`src/rtl/cache_mgmt_unit.sv`:
```
// Cache controller between the MEM stage, a 2-way set-associative cache array and a word-wide memory port.
// Stalls the CPU on a miss, writes back a dirty victim, refills the line, then replays the access.
module cache_mgmt_unit #(
    parameter int ADDR_BITS  = 32,
    parameter int TAG_BITS   = 23,
    parameter int INDEX_BITS = 5,
    parameter int LINE_WORDS = 4
) (
    input  logic                 clk,
    input  logic                 rst,
    input  logic                 en_r,
    input  logic                 en_w,
    input  logic [2:0]           u_b_h_w,
    input  logic [ADDR_BITS-1:0] addr_rw,
    input  logic [31:0]          data_w,
    output logic [31:0]          data_r,
    output logic                 stall,
    output logic [ADDR_BITS-1:0] cache_addr,
    output logic                 cache_load,
    output logic                 cache_edit,
    output logic                 cache_store,
    output logic [2:0]           cache_u_b_h_w,
    output logic [31:0]          cache_din,
    input  logic                 cache_hit,
    input  logic                 cache_valid,
    input  logic                 cache_dirty,
    input  logic [TAG_BITS-1:0]  cache_tag,
    input  logic [31:0]          cache_dout,
    output logic                 mem_cs_o,
    output logic                 mem_we_o,
    output logic [ADDR_BITS-1:0] mem_addr_o,
    output logic [31:0]          mem_data_o,
    input  logic [31:0]          mem_data_i,
    input  logic                 mem_ack_i
);

    localparam int WORD_BITS = $clog2(LINE_WORDS);
    localparam logic [WORD_BITS-1:0] LAST_WORD = WORD_BITS'(LINE_WORDS - 1);

    typedef enum logic [2:0] {IDLE, LOOKUP, BACK_RD, BACK_WR, FILL, WAIT} state_t;

    state_t                state, state_nxt;
    logic [WORD_BITS-1:0]  word, word_nxt;
    logic [TAG_BITS-1:0]   victim_tag, victim_tag_nxt;
    logic [31:0]           wb_buf;
    logic                  wb_fresh;

    logic [INDEX_BITS-1:0] index;
    logic [TAG_BITS-1:0]   req_tag;
    logic [ADDR_BITS-1:0]  victim_addr, fill_addr;
    logic [31:0]           wb_data;

    logic [ADDR_BITS-1:0]  addr_c, maddr_c;
    logic [31:0]           din_c, rdata_c, mdata_c;
    logic [2:0]            ubhw_c;
    logic                  load_c, edit_c, store_c, stall_c, cs_c, we_c;

    assign index       = addr_rw[WORD_BITS+2 +: INDEX_BITS];
    assign req_tag     = addr_rw[ADDR_BITS-1 -: TAG_BITS];
    assign victim_addr = {victim_tag, index, word, 2'b00};
    assign fill_addr   = {req_tag, index, word, 2'b00};
    // The victim word arrives one cycle after BACK_RD; forward it until the buffer holds it.
    assign wb_data     = wb_fresh ? cache_dout : wb_buf;

    always_ff @(posedge clk) begin
        if (!rst) begin
            state      <= IDLE;
            word       <= '0;
            victim_tag <= '0;
            wb_buf     <= '0;
            wb_fresh   <= 1'b0;
        end else begin
            state      <= state_nxt;
            word       <= word_nxt;
            victim_tag <= victim_tag_nxt;
            wb_fresh   <= (state == BACK_RD);
            if (wb_fresh) begin
                wb_buf <= cache_dout;
            end
        end
    end

    always_comb begin
        state_nxt      = state;
        word_nxt       = word;
        victim_tag_nxt = victim_tag;
        addr_c         = addr_rw;
        din_c          = data_w;
        ubhw_c         = u_b_h_w;
        rdata_c        = '0;
        load_c         = 1'b0;
        edit_c         = 1'b0;
        store_c        = 1'b0;
        stall_c        = 1'b1;
        cs_c           = 1'b0;
        we_c           = 1'b0;
        maddr_c        = '0;
        mdata_c        = '0;
        case (state)
            IDLE: begin
                if (en_w) begin
                    edit_c = 1'b1;
                end else if (en_r) begin
                    load_c = 1'b1;
                end
                if (en_r || en_w) begin
                    state_nxt = LOOKUP;
                end else begin
                    stall_c = 1'b0;
                end
            end
            LOOKUP: begin
                if (cache_hit) begin
                    stall_c   = 1'b0;
                    rdata_c   = cache_dout;
                    state_nxt = IDLE;
                end else begin
                    victim_tag_nxt = cache_tag;
                    word_nxt       = '0;
                    state_nxt      = (cache_valid && cache_dirty) ? BACK_RD : FILL;
                end
            end
            BACK_RD: begin
                addr_c    = victim_addr;
                state_nxt = BACK_WR;
            end
            BACK_WR: begin
                // Keep the victim address on the cache so its read data stays put while memory is slow.
                addr_c  = victim_addr;
                cs_c    = 1'b1;
                we_c    = 1'b1;
                maddr_c = victim_addr;
                mdata_c = wb_data;
                if (mem_ack_i) begin
                    if (word == LAST_WORD) begin
                        word_nxt  = '0;
                        state_nxt = FILL;
                    end else begin
                        word_nxt  = word + 1'b1;
                        state_nxt = BACK_RD;
                    end
                end
            end
            FILL: begin
                cs_c    = 1'b1;
                maddr_c = fill_addr;
                if (mem_ack_i) begin
                    store_c = 1'b1;
                    addr_c  = fill_addr;
                    din_c   = mem_data_i;
                    ubhw_c  = 3'b010;
                    if (word == LAST_WORD) begin
                        word_nxt  = '0;
                        state_nxt = WAIT;
                    end else begin
                        word_nxt = word + 1'b1;
                    end
                end
            end
            WAIT: begin
                state_nxt = IDLE;
            end
            default: begin
                state_nxt = IDLE;
            end
        endcase
    end

    // Every output is forced low while reset is held, independent of the registered state.
    assign data_r        = rst ? rdata_c : '0;
    assign stall         = rst ? stall_c : 1'b0;
    assign cache_addr    = rst ? addr_c  : '0;
    assign cache_load    = rst ? load_c  : 1'b0;
    assign cache_edit    = rst ? edit_c  : 1'b0;
    assign cache_store   = rst ? store_c : 1'b0;
    assign cache_u_b_h_w = rst ? ubhw_c  : 3'b000;
    assign cache_din     = rst ? din_c   : '0;
    assign mem_cs_o      = rst ? cs_c    : 1'b0;
    assign mem_we_o      = rst ? we_c    : 1'b0;
    assign mem_addr_o    = rst ? maddr_c : '0;
    assign mem_data_o    = rst ? mdata_c : '0;

endmodule

```
`config.mk`:
```
export PLATFORM = sky130hd
export DESIGN_NAME = cache_mgmt_unit
export DESIGN_NICKNAME = d
export VERILOG_FILES = /design/src/rtl/cache_mgmt_unit.sv
export SDC_FILE = /design/constraint.sdc
export NUM_CORES = 1
export LEC_CHECK = 0
export BUFFER_PORTS_ARGS = -buffer_cell sky130_fd_sc_hd__buf_2
export CAP_MARGIN = 5
export CORE_AREA = 4 4 125 127
export CTS_BUF_LIST = sky130_fd_sc_hd__clkbuf_16
export DETAILED_ROUTE_END_ITERATION = 6
export DIE_AREA = 0 0 129 131
export GPL_TIMING_DRIVEN = 0
export SYNTH_ARGS = -nofsm -noshare
export SYNTH_HDL_FRONTEND = slang
export SYNTH_SLANG_ARGS = --single-unit
```
`constraint.sdc`:
```
create_clock -name clk -period 1.7 [get_ports clk]
set_input_delay 0.17 -clock clk [delete_from_list [all_inputs] [get_ports clk]]
set_output_delay 0.17 -clock clk [all_outputs]
set_load 0.005 [all_outputs]
```
# Word-level counts from Yosys, hierarchy flattened
# Index checks and enable logic that the tools add are counted.
# word_totals
register_bits,61
latch_bits,0
ramBits,0
romBits,0
input_bits,162
output_inout_bits,169
elab_cells,74
mem_count,0
# classes
addsub,1
mul,0
div_mod_pow,0
order_cmp,0
eq_ne,11
shifts,0
mux,47
bitwise,1
reduce_logical,9
# ops
operator,count
2-to-1 mux 32 bit,11
case mux 32 bit (2 select lines),2
2-to-1 mux 3 bit,10
2-to-1 mux 1 bit,17
case mux 3 bit (5 select lines),1
!= test 2 bit (second input constant),5
equality test 3 x 2 -> 1 bit (second input constant),2
2-to-1 mux 2 bit,3
2-to-1 mux 4 bit,1
case mux 2 bit (2 select lines),1
AND reduction 4 bit,1
OR reduction 2 bit,2
equality test 3 x 1 -> 1 bit (second input constant),1
equality test 3 bit (second input constant),1
zero test 3 bit,1
AND reduction 3 bit,1
adder 2 x 1 -> 2 bit (second input constant),1
equality test 2 bit (second input constant),1
!= test 2 x 1 -> 1 bit (second input constant),1
case mux 1 bit (2 select lines),1
AND reduction 2 bit,1
nonzero test 2 bit,1
logical AND 1 bit,1
logical OR 1 bit,1
NOT 1 bit,1

# Logic depth before layout (Yosys ltp)
# logic_depth
depth_word,4
ltp_mapped,7
depth_no_buf,5

# Worst setup path after synthesis
# No wires, ideal clock.
# synth_path
path_type,flip-flop to output port
startpoint,reg state[0]
endpoint,out stall
t_arrival_ns,1.332
required_time_ns,1.530
slack_ns,0.198
stages_incl_launch_ff,6
path_buffers,1
path_cell_list,dfxtp_1 > buf_2 > or2_2 > or4_1 > nand2_1 > a21oi_1
# synth_between
elab_chain_cells,3
word_cells_on_any_way,4
cone_classes,eq/ne (1); mux (2); reduce/logical (1)
# synth_lines
element,line,source
from (decl),42,"state_t state, state_nxt;"
from (signal assigned),73,state <= state_nxt;
equality test 3 x 1 -> 1 bit or zero test 3 bit (tied branches),99,case (state)
case mux 1 bit (2 select lines) *,99,
2-to-1 mux 1 bit *,171,assign stall = rst ? stall_c : 1'b0;
to (decl),17,"output logic stall,"
# Every way passes the cells marked *; elsewhere a longest branch is shown, timed or not.

# Final worst setup path
# layout_path
startpoint,reg state[1]
endpoint,out data_r[4]
# layout_between
elab_chain_cells,3
# layout_lines
element,line,source
equality test 3 x 1 -> 1 bit,99,
2-to-1 mux 32 bit,99,
2-to-1 mux 32 bit,170,assign data_r = rst ? rdata_c : '0;
to (decl),16,"output logic [31:0] data_r,"
# Every way passes these cells.

==> impl_metrics.py <==
metrics = {
    "synth": {
        "synth_seq_cells": 61,
        "yosys_warnings": 0,
        "syn_avg_cell_area_um2": 7.39,
        "async_reset_ff_frac": 0,
        "synth.distinct_cells": 40,
        "synth-edff-count": 0,
        "synthFlopType": "dfxtp_1",
        "synth_area_mm2": 0.00428,
        "syn_inst": 579,
        "synth-seq-area-share": 0.286,
    },
    "pwr": {
        "finalPower_w": 0.00454,
        "p_leak_nw": 3.99,
        "ir_drop_mv": 0.475,
        "powerDensity_mw_per_mm2": 544,
        "pwr-share-clk": 0.409,
        "switching_share": 0.283,
        "p_sw_w": 0.00129,
        "seqPwrFrac": 0.332,
        "p_int_w": 0.00325,
        "p_comb_frac": 0.259,
    },
    "floorplanning": {
        "initial_core_util": 0.296,
        "die_area_mm2": 0.0169,
        "io_pins": 331,
        "fp.dieH_um": 131,
        "die_w_um": 129,
        "core_mm2": 0.0144,
        "row_count": 44,
    },
    "detailed_routing": {
        "ant_nets": 0,
        "drc": 0,
        "wl_per_cell_um": 17.5,
        "wirelength_um": 20300,
        "vias": 5471,
        "first_pass_iters": 4,
        "vias_per_cell": 4.72,
        "drtIter0Drc": 212,
    },
    "clock_network": {
        "clk-insertion-delay-late_ns": 0.32,
        "h-tree-depth": 3,
        "cts_tree": "built",
        "clockBufferDepth": 2,
        "hold_buffers": 0,
        "cts_made_buffers": 9,
        "cts_sinks": 61,
        "root_buffer": "clkbuf_16",
        "clk_pin_slew_ns": 0.06,
    },
    "critical_path": {
        "crit_required_ns": 1.53,
        "rr_startpoint": "state[1]",
        "worst_setup_path_start_kind": "flip-flop",
        "cp.arrival_ns": 1.76,
        "slowest_delay_ns": 0.32,
        "critPathMaxFanout": 8,
        "slowest_stage": "dfxtp_2",
        "r2r_slack_ns": -0.04,
        "reg2reg_to": "word[1]",
        "path_cells": "buf_6 > nand2b_4 > nor2_4 > and3_4 > buf_8 > and2_1 > buf_2",
        "worstSetupEndpointType": "output port",
        "rr_worst_depth": 9,
        "crit_type": "reg -> out",
    },
    "global_routing": {
        "grtUsageTotal": 0.214,
        "antenna_found_initial": 1,
        "first_global_vias": 5288,
        "grt_max_degree": 13,
        "grt_pass1_wl_um": 28400,
        "globalRouteOverflowTotal": 0,
    },
    "placement": {
        "dp_cells": 1091,
        "numPortBuffers": 327,
        "post-dp-hpwl_um": 14100,
        "gp_congestion": 0.866,
    },
    "finish": {
        "instances_no_fill": 1160,
        "area_growth_pct": 95.1,
        "drive_above_1_share": 0.605,
        "insertedDiodeCount": 0,
        "nNetsFinal": 1134,
    },
    "timing": {
        "rsz0062_at_grt": "yes",
        "period_minus_slack_ns": 1.93,
        "max_slew_margin": 0.640,
        "layout_setup_ws_ns": -0.230,
        "fmaxAchievable_mhz": 518,
        "post-route-period-util": 1.14,
        "hold_viol": 0,
        "finalSetupViolations": 154,
        "worst_pin_slew_ns": 0.540,
        "timing.hold.ws_ns": 0.0790,
        "drv_slew": 0,
        "skew_ns": 0.00461,
    },
    "run_status": {
        "violations": "setup timing",
        "status": "complete, but fails checks",
    },
    "worst_hold_path": {
        "hold_start": "cache_tag[18]",
        "min_to": "victim_tag[18]",
        "min_path_type": "in -> reg",
        "min_path_cells": 3,
    },
    "job": {
        "cap_violations": 0,
    },
}
-- stage by stage --
stage | worst slack, ns | TNS [ns] | cell area, um^2 | util
floorplan | 0.198 | 0 | 4280 | -
global placement | -0.361 | -26.94 | 6150 | 0.426
detailed placement | -0.334 | -26.45 | 6150 | 0.426
CTS | -0.222 | -19.43 | 7560 | 0.524
global route | -0.316 | -33.09 | 8340 | 0.578
finish | -0.230 | -21.51 | 8340 | 0.578
-- Yosys cell counts, types with 3 or more instances --
cell type	count	area [um^2]
nand2_1	163	612
and2_1	79	494
a21boi_0	78	586
dfxtp_1	61	1220
nor2b_1	37	231
mux2i_1	34	340
clkbuf_1	27	101
buf_2	24	120
a22o_1	23	201
and3_1	6	37.5
a21oi_1	5	25.0
nand2b_1	4	25.0
nor2_1	4	15.0
buf_4	3	22.5
-- routing by layer --
metal  GRT usage  vias up  wire length (um)
met1       0.269     2520              8410
li1            -     2699                 -
met4      0.0457        2               252
met5           0        -                 7
met3      0.0557       24              1560
met2       0.369      226             10100
-- cell families after synthesis --
group                    count (synthesis)  synth area share
AND/OR/NAND/NOR                        306             0.356
AO/OA/AOI/OAI                          119             0.215
flip-flops                              61             0.286
buffers and inverters                   57            0.0600
multiplexers                            34            0.0796
adder cells (fa/ha/maj)                  1           0.00293
other                                    1          0.000877
-- flip-flops by register name (all words and copies together) (netlist names) --
name / cells
victim_tag: 23
wb_buf: 32
state: 3
word: 2
wb_fresh: 1
-- worst max path at each step --
stage                   from       endpoint  slack, ns  cells after the start
floorplan           state[0]          stall       0.20                      5
global placement    state[0]  cache_din[12]      -0.36                      7
detailed placement  state[0]  cache_din[12]      -0.33                      7
CTS                 state[1]  cache_din[12]      -0.22                      7
global route        state[1]      data_r[4]      -0.32                      7
finish              state[1]      data_r[4]      -0.23                      7
-- layout make-up --
class                   instances  area (um^2)
clock buffers                   9          225
flip-flops and latches         61         1230
clock inverters                 7         75.1
fillers                      1349         6080
repair buffers                385         2760
plain buffers                  49          514
well taps                     184          230
multi-input cells             463         3300
inverters                       2         7.51
-- cell usage in the layout, fill, tap and decap left out, types with 4 or more instances in the layout --
| cell | Yosys | layout |
|---|---|---|
| buf_8 | 0 | 21 |
| dfxtp_1 | 61 | 57 |
| and2_1 | 79 | 12 |
| nand2_2 | 0 | 32 |
| and2_4 | 0 | 67 |
| nand2_1 | 163 | 124 |
| nand2_4 | 0 | 7 |
| buf_6 | 0 | 93 |
| buf_4 | 3 | 28 |
| a21boi_0 | 78 | 20 |
| mux2i_1 | 34 | 34 |
| and3_4 | 0 | 5 |
| a21oi_1 | 5 | 4 |
| a21boi_2 | 0 | 19 |
| a22o_1 | 23 | 23 |
| clkbuf_1 | 27 | 11 |
| clkbuf_16 | 0 | 16 |
| buf_2 | 24 | 263 |
| clkbuf_2 | 1 | 4 |
| a21boi_1 | 2 | 41 |
| nor2b_1 | 37 | 35 |
-- critical path: cells and delay by family, from the launching register on --
kind,cells,cell delay [ns]
DFF,1,0.32
buffers and inverters,3,0.40
and+or+nand+nor,4,0.71
-- power by group through the flow --
stage | Combinational [W] | Clock, W | Sequential [W]
CTS | 0.00103 | 0.00190 | 0.00151
detailed placement | 0.000806 | 0 | 0.00153
finish | 0.00118 | 0.00186 | 0.00151
global route | 0.00127 | 0.00197 | 0.00151
floorplan | 0.000373 | 0 | 0.00152
global placement | 0.000805 | 0 | 0.00153
-- timing repair --
| item | in CTS | in global routing |
|---|---|---|
| endpoints found under the setup margin | 178 | 184 |
| buffers inserted | 31 | 11 |
| gates cloned | 12 | 7 |
| resized for setup | 233 | 192 |
| pin swaps | 87 | 50 |
(Power assumes the default switching activity.)
